<file path="config.mk">
export PLATFORM = sky130hd
export DESIGN_NAME = fp_addsub_seq_flat
export DESIGN_NICKNAME = d
export VERILOG_FILES = /design/src/rtl/fp_pkg.sv /design/src/rtl/fp_addsub_seq_if.sv /design/src/rtl/fp_lzc.sv /design/src/rtl/fp_addsub_seq.sv /design/src/flat_wrapper.sv
export SDC_FILE = /design/constraint.sdc
export NUM_CORES = 1
export LEC_CHECK = 0
export BUFFER_PORTS_ARGS = -buffer_cell sky130_fd_sc_hd__buf_4
export CAP_MARGIN = 0
export CORE_ASPECT_RATIO = 1.5
export CORE_MARGIN = 2
export CORE_UTILIZATION = 55
export CTS_BUF_LIST = sky130_fd_sc_hd__clkbuf_2 sky130_fd_sc_hd__clkbuf_4 sky130_fd_sc_hd__clkbuf_8
export CTS_CLUSTER_DIAMETER = 30
export CTS_CLUSTER_SIZE = 20
export DETAILED_ROUTE_END_ITERATION = 16
export GPL_TIMING_DRIVEN = 0
export PLACE_DENSITY = 0.87
export SLEW_MARGIN = 20
export SYNTH_ARGS = -nofsm -noshare
export SYNTH_HDL_FRONTEND = slang
export SYNTH_SLANG_ARGS = --single-unit
</file>
<file path="constraint.sdc">
create_clock -name clk -period 4.95 [get_ports clk]
set_clock_uncertainty 0.15 [all_clocks]
set_input_delay 0.7425 -clock clk [delete_from_list [all_inputs] [get_ports clk]]
set_output_delay 0.7425 -clock clk [all_outputs]
set_load 0.05 [all_outputs]
</file>
<file path="src/rtl/fp_pkg.sv">
// Shared types and bit-pattern helpers for the sequential floating-point adder.
package fp_pkg;

    typedef enum logic [2:0] {
        S_IDLE,
        S_UNPACK,
        S_ALIGN,
        S_ADD,
        S_NORM,
        S_ROUND,
        S_DONE
    } state_e;

    localparam int unsigned FLAGS_W        = 4;
    localparam int unsigned FLAG_INEXACT   = 0;
    localparam int unsigned FLAG_UNDERFLOW = 1;
    localparam int unsigned FLAG_OVERFLOW  = 2;
    localparam int unsigned FLAG_INVALID   = 3;

    function automatic int unsigned exp_bias(input int unsigned exp_w);
        return (32'd1 << (exp_w - 32'd1)) - 32'd1;
    endfunction

    // Positive infinity: all-ones exponent, zero fraction.
    function automatic logic [63:0] inf_pat(input int unsigned exp_w, input int unsigned man_w);
        return ((64'd1 << exp_w) - 64'd1) << man_w;
    endfunction

    // Canonical quiet NaN: positive, all-ones exponent, fraction MSB set.
    function automatic logic [63:0] qnan_pat(input int unsigned exp_w, input int unsigned man_w);
        return inf_pat(exp_w, man_w) | (64'd1 << (man_w - 32'd1));
    endfunction

endpackage

</file>
<file path="src/rtl/fp_addsub_seq_if.sv">
// Issue-port bundle between a requester and the sequential floating-point adder.
interface fp_addsub_seq_if #(
    parameter int unsigned EXP_W = 8,
    parameter int unsigned MAN_W = 23
);
    localparam int unsigned W = 1 + EXP_W + MAN_W;

    logic         start;
    logic         op;
    logic [W-1:0] a;
    logic [W-1:0] b;
    logic [W-1:0] sum;
    logic         done;
    logic         busy;
    logic [3:0]   flags;

    modport master (output start, op, a, b, input sum, done, busy, flags);
    modport slave  (input start, op, a, b, output sum, done, busy, flags);
endinterface

</file>
<file path="src/rtl/fp_lzc.sv">
// Combinational leading-zero counter; an all-zero input returns WIDTH.
module fp_lzc #(
    parameter int unsigned WIDTH = 27
) (
    input  logic [WIDTH-1:0]            value,
    output logic [$clog2(WIDTH+1)-1:0]  count
);
    localparam int unsigned CW = $clog2(WIDTH + 1);

    // Scan upward so the highest set bit is the last to write.
    always_comb begin
        count = CW'(WIDTH);
        for (int i = 0; i < int'(WIDTH); i++) begin
            if (value[i]) count = CW'(int'(WIDTH) - 1 - i);
        end
    end
endmodule

</file>
<file path="src/rtl/fp_addsub_seq.sv">
// Multi-cycle floating-point add/sub: unpack, align, add, normalise, round (RNE), fixed 6-cycle latency.
module fp_addsub_seq
    import fp_pkg::*;
#(
    parameter int unsigned EXP_W = 8,
    parameter int unsigned MAN_W = 23
) (
    input logic           clk,
    input logic           reset,
    fp_addsub_seq_if.slave bus
);
    localparam int unsigned W  = 1 + EXP_W + MAN_W;
    localparam int unsigned DW = MAN_W + 4;
    localparam int unsigned EW = EXP_W + 2;
    localparam int unsigned CW = $clog2(DW + 1);
    localparam logic [EXP_W-1:0] EMAX    = '1;
    localparam logic [W-2:0]     INF_MAG = (W-1)'(inf_pat(EXP_W, MAN_W));
    localparam logic [W-1:0]     QNAN    = W'(qnan_pat(EXP_W, MAN_W));

    state_e state_q, state_d;
    logic op_q, op_d, sa_q, sa_d, sb_q, sb_d, byp_q, byp_d, sx_q, sx_d, sub_q, sub_d;
    logic rs_q, rs_d, ns_q, ns_d, nzero_q, nzero_d, nuf_q, nuf_d, done_q, done_d, busy_q, busy_d;
    logic [W-1:0]       a_q, a_d, b_q, b_d, byp_sum_q, byp_sum_d, sum_q, sum_d;
    logic [3:0]         byp_flags_q, byp_flags_d, flags_q, flags_d;
    logic [EXP_W-1:0]   ea_q, ea_d, eb_q, eb_d, ex_q, ex_d;
    logic [MAN_W:0]     ma_q, ma_d, mb_q, mb_d;
    logic [DW-1:0]      mx_q, mx_d, my_q, my_d, nm_q, nm_d;
    logic [DW:0]        r_q, r_d;
    logic [EW-1:0]      re_q, re_d, ne_q, ne_d;

    // Unpack: classify operands, b sign folded with op; subnormals count as zero.
    logic             ua_s, ub_s, a_zero, b_zero, a_inf, b_inf, a_nan, b_nan;
    logic [EXP_W-1:0] ua_e, ub_e;
    logic [MAN_W-1:0] ua_f, ub_f;
    assign ua_s   = a_q[W-1];
    assign ub_s   = b_q[W-1] ^ op_q;
    assign ua_e   = a_q[W-2:MAN_W];
    assign ub_e   = b_q[W-2:MAN_W];
    assign ua_f   = a_q[MAN_W-1:0];
    assign ub_f   = b_q[MAN_W-1:0];
    assign a_zero = (ua_e == '0);
    assign b_zero = (ub_e == '0);
    assign a_inf  = (ua_e == EMAX) && (ua_f == '0);
    assign b_inf  = (ub_e == EMAX) && (ub_f == '0);
    assign a_nan  = (ua_e == EMAX) && (ua_f != '0);
    assign b_nan  = (ub_e == EMAX) && (ub_f != '0);

    // Align: larger magnitude becomes X; Y shifted right with G/R/S kept.
    logic             al_ge;
    logic [EXP_W-1:0] al_ex, al_ey, al_diff;
    logic [MAN_W:0]   al_mx, al_my;
    logic [DW-1:0]    al_yext, al_ysh;
    assign al_ge   = {ea_q, ma_q} >= {eb_q, mb_q};
    assign al_ex   = al_ge ? ea_q : eb_q;
    assign al_ey   = al_ge ? eb_q : ea_q;
    assign al_mx   = al_ge ? ma_q : mb_q;
    assign al_my   = al_ge ? mb_q : ma_q;
    assign al_diff = al_ex - al_ey;
    assign al_yext = {al_my, 3'b000};
    assign al_ysh  = (32'(al_diff) >= MAN_W + 3) ? DW'(al_my != '0)
                   : ((al_yext >> al_diff) | DW'(|(al_yext & ~({DW{1'b1}} << al_diff))));

    logic [CW-1:0] lz;
    fp_lzc #(.WIDTH(DW)) u_lzc (.value(r_q[DW-1:0]), .count(lz));

    // Normalise: carry shifts right with sticky, otherwise left by the leading-zero count.
    logic          nz_zero;
    logic [DW-1:0] nz_m;
    logic [EW-1:0] nz_e;
    assign nz_zero = (r_q == '0);
    assign nz_m    = r_q[DW] ? {r_q[DW:2], r_q[1] | r_q[0]} : (r_q[DW-1:0] << lz);
    assign nz_e    = r_q[DW] ? (re_q + EW'(1)) : (re_q - EW'(lz));

    // Round to nearest even; a fraction carry renormalises to 1.0 at exp+1.
    logic             rd_inc, rd_ovf, rd_inexact;
    logic [MAN_W+1:0] rd_m;
    logic [MAN_W-1:0] rd_frac;
    logic [EW-1:0]    rd_e;
    assign rd_inc     = nm_q[2] & (nm_q[1] | nm_q[0] | nm_q[3]);
    assign rd_m       = {1'b0, nm_q[DW-1:3]} + (MAN_W+2)'(rd_inc);
    assign rd_e       = ne_q + EW'(rd_m[MAN_W+1]);
    assign rd_frac    = rd_m[MAN_W+1] ? rd_m[MAN_W:1] : rd_m[MAN_W-1:0];
    assign rd_ovf     = rd_e >= EW'(EMAX);
    assign rd_inexact = |nm_q[2:0];

    always_comb begin
        state_d = state_q;  op_d = op_q;  a_d = a_q;  b_d = b_q;
        sa_d = sa_q;  sb_d = sb_q;  ea_d = ea_q;  eb_d = eb_q;  ma_d = ma_q;  mb_d = mb_q;
        byp_d = byp_q;  byp_sum_d = byp_sum_q;  byp_flags_d = byp_flags_q;
        sx_d = sx_q;  sub_d = sub_q;  ex_d = ex_q;  mx_d = mx_q;  my_d = my_q;
        r_d = r_q;  rs_d = rs_q;  re_d = re_q;
        nm_d = nm_q;  ne_d = ne_q;  ns_d = ns_q;  nzero_d = nzero_q;  nuf_d = nuf_q;
        sum_d = sum_q;  flags_d = flags_q;  done_d = 1'b0;  busy_d = busy_q;

        case (state_q)
            S_IDLE: begin
                if (bus.start) begin
                    a_d = bus.a;  b_d = bus.b;  op_d = bus.op;
                    busy_d  = 1'b1;
                    state_d = S_UNPACK;
                end
            end
            S_UNPACK: begin
                sa_d = ua_s;  sb_d = ub_s;  ea_d = ua_e;  eb_d = ub_e;
                ma_d = {1'b1, ua_f};  mb_d = {1'b1, ub_f};
                byp_d = 1'b1;  byp_flags_d = '0;  byp_sum_d = a_q;
                if (a_nan || b_nan) begin
                    byp_sum_d = QNAN;
                end else if (a_inf && b_inf && (ua_s != ub_s)) begin
                    byp_sum_d = QNAN;
                    byp_flags_d[FLAG_INVALID] = 1'b1;
                end else if (a_inf)            byp_sum_d = {ua_s, INF_MAG};
                else if (b_inf)                byp_sum_d = {ub_s, INF_MAG};
                else if (a_zero && b_zero)     byp_sum_d = {ua_s & ub_s, (W-1)'(0)};
                else if (a_zero)               byp_sum_d = {ub_s, b_q[W-2:0]};
                else if (!b_zero)              byp_d = 1'b0;
                state_d = S_ALIGN;
            end
            S_ALIGN: begin
                sx_d  = al_ge ? sa_q : sb_q;
                sub_d = sa_q ^ sb_q;
                ex_d  = al_ex;
                mx_d  = {al_mx, 3'b000};
                my_d  = al_ysh;
                state_d = S_ADD;
            end
            S_ADD: begin
                r_d  = sub_q ? ({1'b0, mx_q} - {1'b0, my_q}) : ({1'b0, mx_q} + {1'b0, my_q});
                rs_d = sx_q;
                re_d = EW'(ex_q);
                state_d = S_NORM;
            end
            S_NORM: begin
                nm_d = nz_m;  ne_d = nz_e;  ns_d = rs_q;  nzero_d = nz_zero;
                nuf_d = !nz_zero && (nz_e[EW-1] || (nz_e == '0));
                state_d = S_ROUND;
            end
            S_ROUND: begin
                flags_d = '0;
                if (byp_q) begin
                    sum_d = byp_sum_q;  flags_d = byp_flags_q;
                end else if (nzero_q) begin
                    sum_d = '0;
                end else if (nuf_q) begin
                    sum_d = {ns_q, (W-1)'(0)};
                    flags_d[FLAG_UNDERFLOW] = 1'b1;  flags_d[FLAG_INEXACT] = 1'b1;
                end else if (rd_ovf) begin
                    sum_d = {ns_q, INF_MAG};
                    flags_d[FLAG_OVERFLOW] = 1'b1;  flags_d[FLAG_INEXACT] = 1'b1;
                end else begin
                    sum_d = {ns_q, rd_e[EXP_W-1:0], rd_frac};
                    flags_d[FLAG_INEXACT] = rd_inexact;
                end
                done_d  = 1'b1;
                state_d = S_DONE;
            end
            S_DONE: begin
                busy_d  = 1'b0;
                state_d = S_IDLE;
            end
            default: state_d = S_IDLE;
        endcase
    end

    always_ff @(posedge clk) begin
        if (reset) begin
            state_q <= S_IDLE;
            sum_q   <= '0;
            flags_q <= '0;
            done_q  <= 1'b0;
            busy_q  <= 1'b0;
        end else begin
            state_q <= state_d;
            sum_q   <= sum_d;
            flags_q <= flags_d;
            done_q  <= done_d;
            busy_q  <= busy_d;
        end
    end

    // Datapath staging needs no reset; the FSM decides when each stage is valid.
    always_ff @(posedge clk) begin
        op_q <= op_d;  a_q <= a_d;  b_q <= b_d;
        sa_q <= sa_d;  sb_q <= sb_d;  ea_q <= ea_d;  eb_q <= eb_d;  ma_q <= ma_d;  mb_q <= mb_d;
        byp_q <= byp_d;  byp_sum_q <= byp_sum_d;  byp_flags_q <= byp_flags_d;
        sx_q <= sx_d;  sub_q <= sub_d;  ex_q <= ex_d;  mx_q <= mx_d;  my_q <= my_d;
        r_q <= r_d;  rs_q <= rs_d;  re_q <= re_d;
        nm_q <= nm_d;  ne_q <= ne_d;  ns_q <= ns_d;  nzero_q <= nzero_d;  nuf_q <= nuf_d;
    end

    assign bus.sum   = sum_q;
    assign bus.flags = flags_q;
    assign bus.done  = done_q;
    assign bus.busy  = busy_q;
endmodule

</file>
<file path="src/flat_wrapper.sv">
// flat-port wrapper written by rule: the top's interface ports become plain ports
module fp_addsub_seq_flat import fp_pkg::*;
#(
    parameter int unsigned EXP_W = 8,
    parameter int unsigned MAN_W = 23
)
  (clk, reset, bus_start, bus_op, bus_a, bus_b, bus_sum, bus_done, bus_busy, bus_flags);
  fp_addsub_seq_if #(.EXP_W(EXP_W), .MAN_W(MAN_W)) bus_i ();
  input logic clk;
  input logic reset;
  input wire logic [$bits(bus_i.start)-1:0] bus_start;
  input wire logic [$bits(bus_i.op)-1:0] bus_op;
  input wire logic [$bits(bus_i.a)-1:0] bus_a;
  input wire logic [$bits(bus_i.b)-1:0] bus_b;
  output wire logic [$bits(bus_i.sum)-1:0] bus_sum;
  output wire logic [$bits(bus_i.done)-1:0] bus_done;
  output wire logic [$bits(bus_i.busy)-1:0] bus_busy;
  output wire logic [$bits(bus_i.flags)-1:0] bus_flags;
  assign bus_i.start = bus_start;
  assign bus_i.op = bus_op;
  assign bus_i.a = bus_a;
  assign bus_i.b = bus_b;
  assign bus_sum = bus_i.sum;
  assign bus_done = bus_i.done;
  assign bus_busy = bus_i.busy;
  assign bus_flags = bus_i.flags;
  fp_addsub_seq #(.EXP_W(EXP_W), .MAN_W(MAN_W)) u_core (.clk(clk), .reset(reset), .bus(bus_i));
endmodule
</file>
==> summary.md <==
| Metric | Value |
|---|---|
| Total congestion overflow | `0` |
| Post-DP HPWL | `47.72 mm` |
| Initial antenna violation count | `1` |
| Initial DRT Pass Iterations | `12` |
| Avg Inst Size Synth | `10.56 µm²` |
| DRC | `0` |
| Core area | `0.03648 mm²` |
| Clk root buf | `clkbuf_8` |
| CTS tree | `yes` |
| Actual slew at the worst max-slew pin | `820.2 ps` |
| TritonCTS Buffers | `39` |
| Synth Flop Type | `edfxtp_1` |
| Ys Warns | `0` |
| Crit end category | `flip-flop` |
| Top Usage Layer GRT | `met2` |
| Post-synth EDFFs | `300` |
| Clock Path Buffers | `3` |
| Max Clock Freq | `0.1952 GHz` |
| Initial DRC Count | `1633` |
| I/O Buffers | `105` |
| Met1 Use GR | `35.00%` |
| WS Path Type | `flip-flop to flip-flop` |
| Max-cap violations | `0` |
| M2 GR Usage | `58.99%` |
| Via Count | `17040` |
| Worst EP arrival | `5240 ps` |
| Setup TNS | `-755.0 ps` |
| Clk_lat worst skew | `620 ps` |
| GRT Total Usage | `32.27%` |
| Global-route wire length before repair | `94.41 mm` |
| RSZ-0062 raised after global routing | `yes` |
| Top cell type's share of synthesized area | `44.59%` |
| GR met3 Demand/Resource | `4.337%` |
| Antenna Violating Nets Remaining | `0` |
| Failing checks | `setup timing` |
| Die Span Y | `238.7 µm` |
| Finished Core Util | `64.51%` |
| Worst min path class | `primary input to flip-flop` |
| Die Area | `0.03831 mm²` |
| Outcome | `complete, but fails checks` |
| Endpoints failing setup | `14` |
| H-tree lvl count | `2` |
| WL/cell | `23.98 µm` |
| Post-layout min period | `5123 ps` |
| Clock Sinks | `341` |
| Cells after synthesis | `1914` |
| Period utilization | `103.5%` |
| Largest net degree at the start of global routing | `64` |
| Gpl congestion | `1.029` |
| Share of layout cells above drive strength 1 | `19.78%` |
| Top cells by count, synth | `300 x edfxtp_1, 167 x nor2_1, 161 x nand2_1, 130 x a21oi_1, 107 x inv_1` |
| Worst vdd ir | `0.0002954 V` |
| Number of top-level pins | `106` |
| Total Wirelength | `63.17 mm` |
| Syn Std Cell Area | `0.02020 mm²` |
| Vias in the first global route | `16700` |
| Sequential fraction of the synthesis area | `48.65%` |
| Worst-path fanout max | `5` |
| Netlist cell types | `94` |
| Most frequent cell after synthesis | `edfxtp_1` |
| Post-synth top area cell | `edfxtp_1` |
| Asr flop ratio synth | `0%` |
| Rel. slew slack | `44.74%` |
| Synth area leaders | `edfxtp_1 45%, ha_1 5.6%, mux2i_1 4.7%` |
| Syn Nets | `2074` |
| CP Data Required Time | `5060 ps` |
| Layout area overhead | `16.47%` |
| Fin. max-slew vios | `0` |
| LEAKAGE | `8.931 nW` |
| Final setup margin | `-173.2 ps` |
| Power per cell area | `327.5 mW/mm²` |
| Vias per cell | `6.469` |
| Reg clk slew, reported paths | `110 ps` |
| Rows | `86` |
| Flops & latches, synth | `341` |
| Initial Util | `55.39%` |
| Die Wd | `160.5 µm` |
| Nets@finish | `2278` |
| Final hold vios | `0` |
| Crit start category | `flip-flop` |
==> final cells by class <==
| type | instances | area, µm² |
|---|---|---|
| Clock inverter | 31 | 350.3 |
| Timing Repair Buffer | 167 | 1349 |
| Tap cell | 484 | 605.6 |
| Multi-Input combinational cell | 1370 | 9990 |
| Antenna cell | 1 | 2.502 |
| Clock buffer | 41 | 551.8 |
| Sequential cell | 341 | 9829 |
| Fill cell | 2699 | 12950 |
| Buffer | 90 | 441.7 |
| Inverter | 109 | 411.6 |
==> per-stage QoR <==
stage                     power [W]  instances  instance area, µm²  hold slack [ps]  setup WS (ps)
after floorplan            0.004753       1914               20210            250.3          442.5
after global placement     0.005324       2503               21600            252.6         -857.7
after detailed placement   0.005350       2511               21760            255.4         -769.1
after CTS                  0.007519       2596               22930            120.3         -82.46
after global routing       0.007980       2634               23530            113.9         -291.4
final                      0.007706       2634               23530            134.0         -173.2
==> worst max-delay path, cell delays in order, from the launching register on <==
cell	delay, ps
edfxtp_1	490
ha_2	430
nand4_1	160
buf_4	180
nor4_4	290
o21a_2	230
o21ai_4	90
buf_4	140
buf_4	130
a221oi_1	570
o2bb2a_4	250
a2111oi_4	80
nor4b_2	450
o31ai_4	180
or4_4	560
a31oi_4	220
nand4_1	160
==> power breakdown <==
part | switching (W) | internal [W] | leakage (nW)
Combinational | 0.00128 | 0.000782 | 5.39
Clock | 0.00115 | 0.00100 | 0.442
Sequential | 0.000148 | 0.00335 | 3.09
==> final timing paths <==
kind	from	depth (start not counted)	slack, ps	to
worst max-delay path	u_core.ea_q[1]	16	-170	u_core.my_q[0]
worst min-delay path	bus_b[28]	1	130	u_core.b_q[28]
worst max register to register	u_core.ea_q[1]	16	-170	u_core.my_q[0]
worst min register to register	u_core.ex_q[1]	0	280	u_core.re_q[1]
==> logic make-up after synthesis <==
logic type | synth area share (%)
AND/OR/NAND/NOR | 13.93
AO/OA/AOI/OAI | 15.72
flip-flops | 48.65
buffers and inverters | 3.995
multiplexers | 9.116
adder cells (fa/ha/maj) | 5.772
XOR/XNOR | 2.812
==> flip-flops by register name, indices dropped and copies added (netlist names), 10 cells and up <==
name and cells:
u_core.ne_q 10, u_core.my_q 27, u_core.mx_q 23, u_core.a_q 32, u_core.byp_sum_q 32, u_core.r_q 28
u_core.bus.sum 32, u_core.ma_q 23, u_core.b_q 32, u_core.mb_q 23, u_core.nm_q 27
==> timing repair <==
item,4_1_cts,5_1_grt
cloned,0,2
pin swaps,13,21
endpoints found under the setup margin,85,77
setup buffers,15,38
hold buffers,0,0
resized for setup,39,80
==> placed cells by master, fill, tap and decap left out, types with 38 or more instances in the layout <==
| master | netlist | layout |
|---|---|---|
| o21ai_0 | 87 | 85 |
| a21oi_1 | 130 | 130 |
| ha_1 | 90 | 82 |
| mux2_2 | 38 | 38 |
| nand3_1 | 61 | 58 |
| edfxtp_1 | 300 | 300 |
| nand2_1 | 161 | 159 |
| dfxtp_1 | 41 | 41 |
| buf_4 | 5 | 166 |
| clkbuf_1 | 72 | 54 |
| nor2_1 | 167 | 165 |
| nor3_1 | 51 | 48 |
| mux2i_1 | 94 | 87 |
| inv_1 | 107 | 104 |
| clkbuf_8 | 0 | 40 |
==> metal layers <==
layer	share of wire [%]	routed length, µm
met1	34	21230
met2	51	32440
met3	7.2	4531
met4	7.9	4968
met5	0	0
No activity file was read; power rests on OpenSTA's default activity.
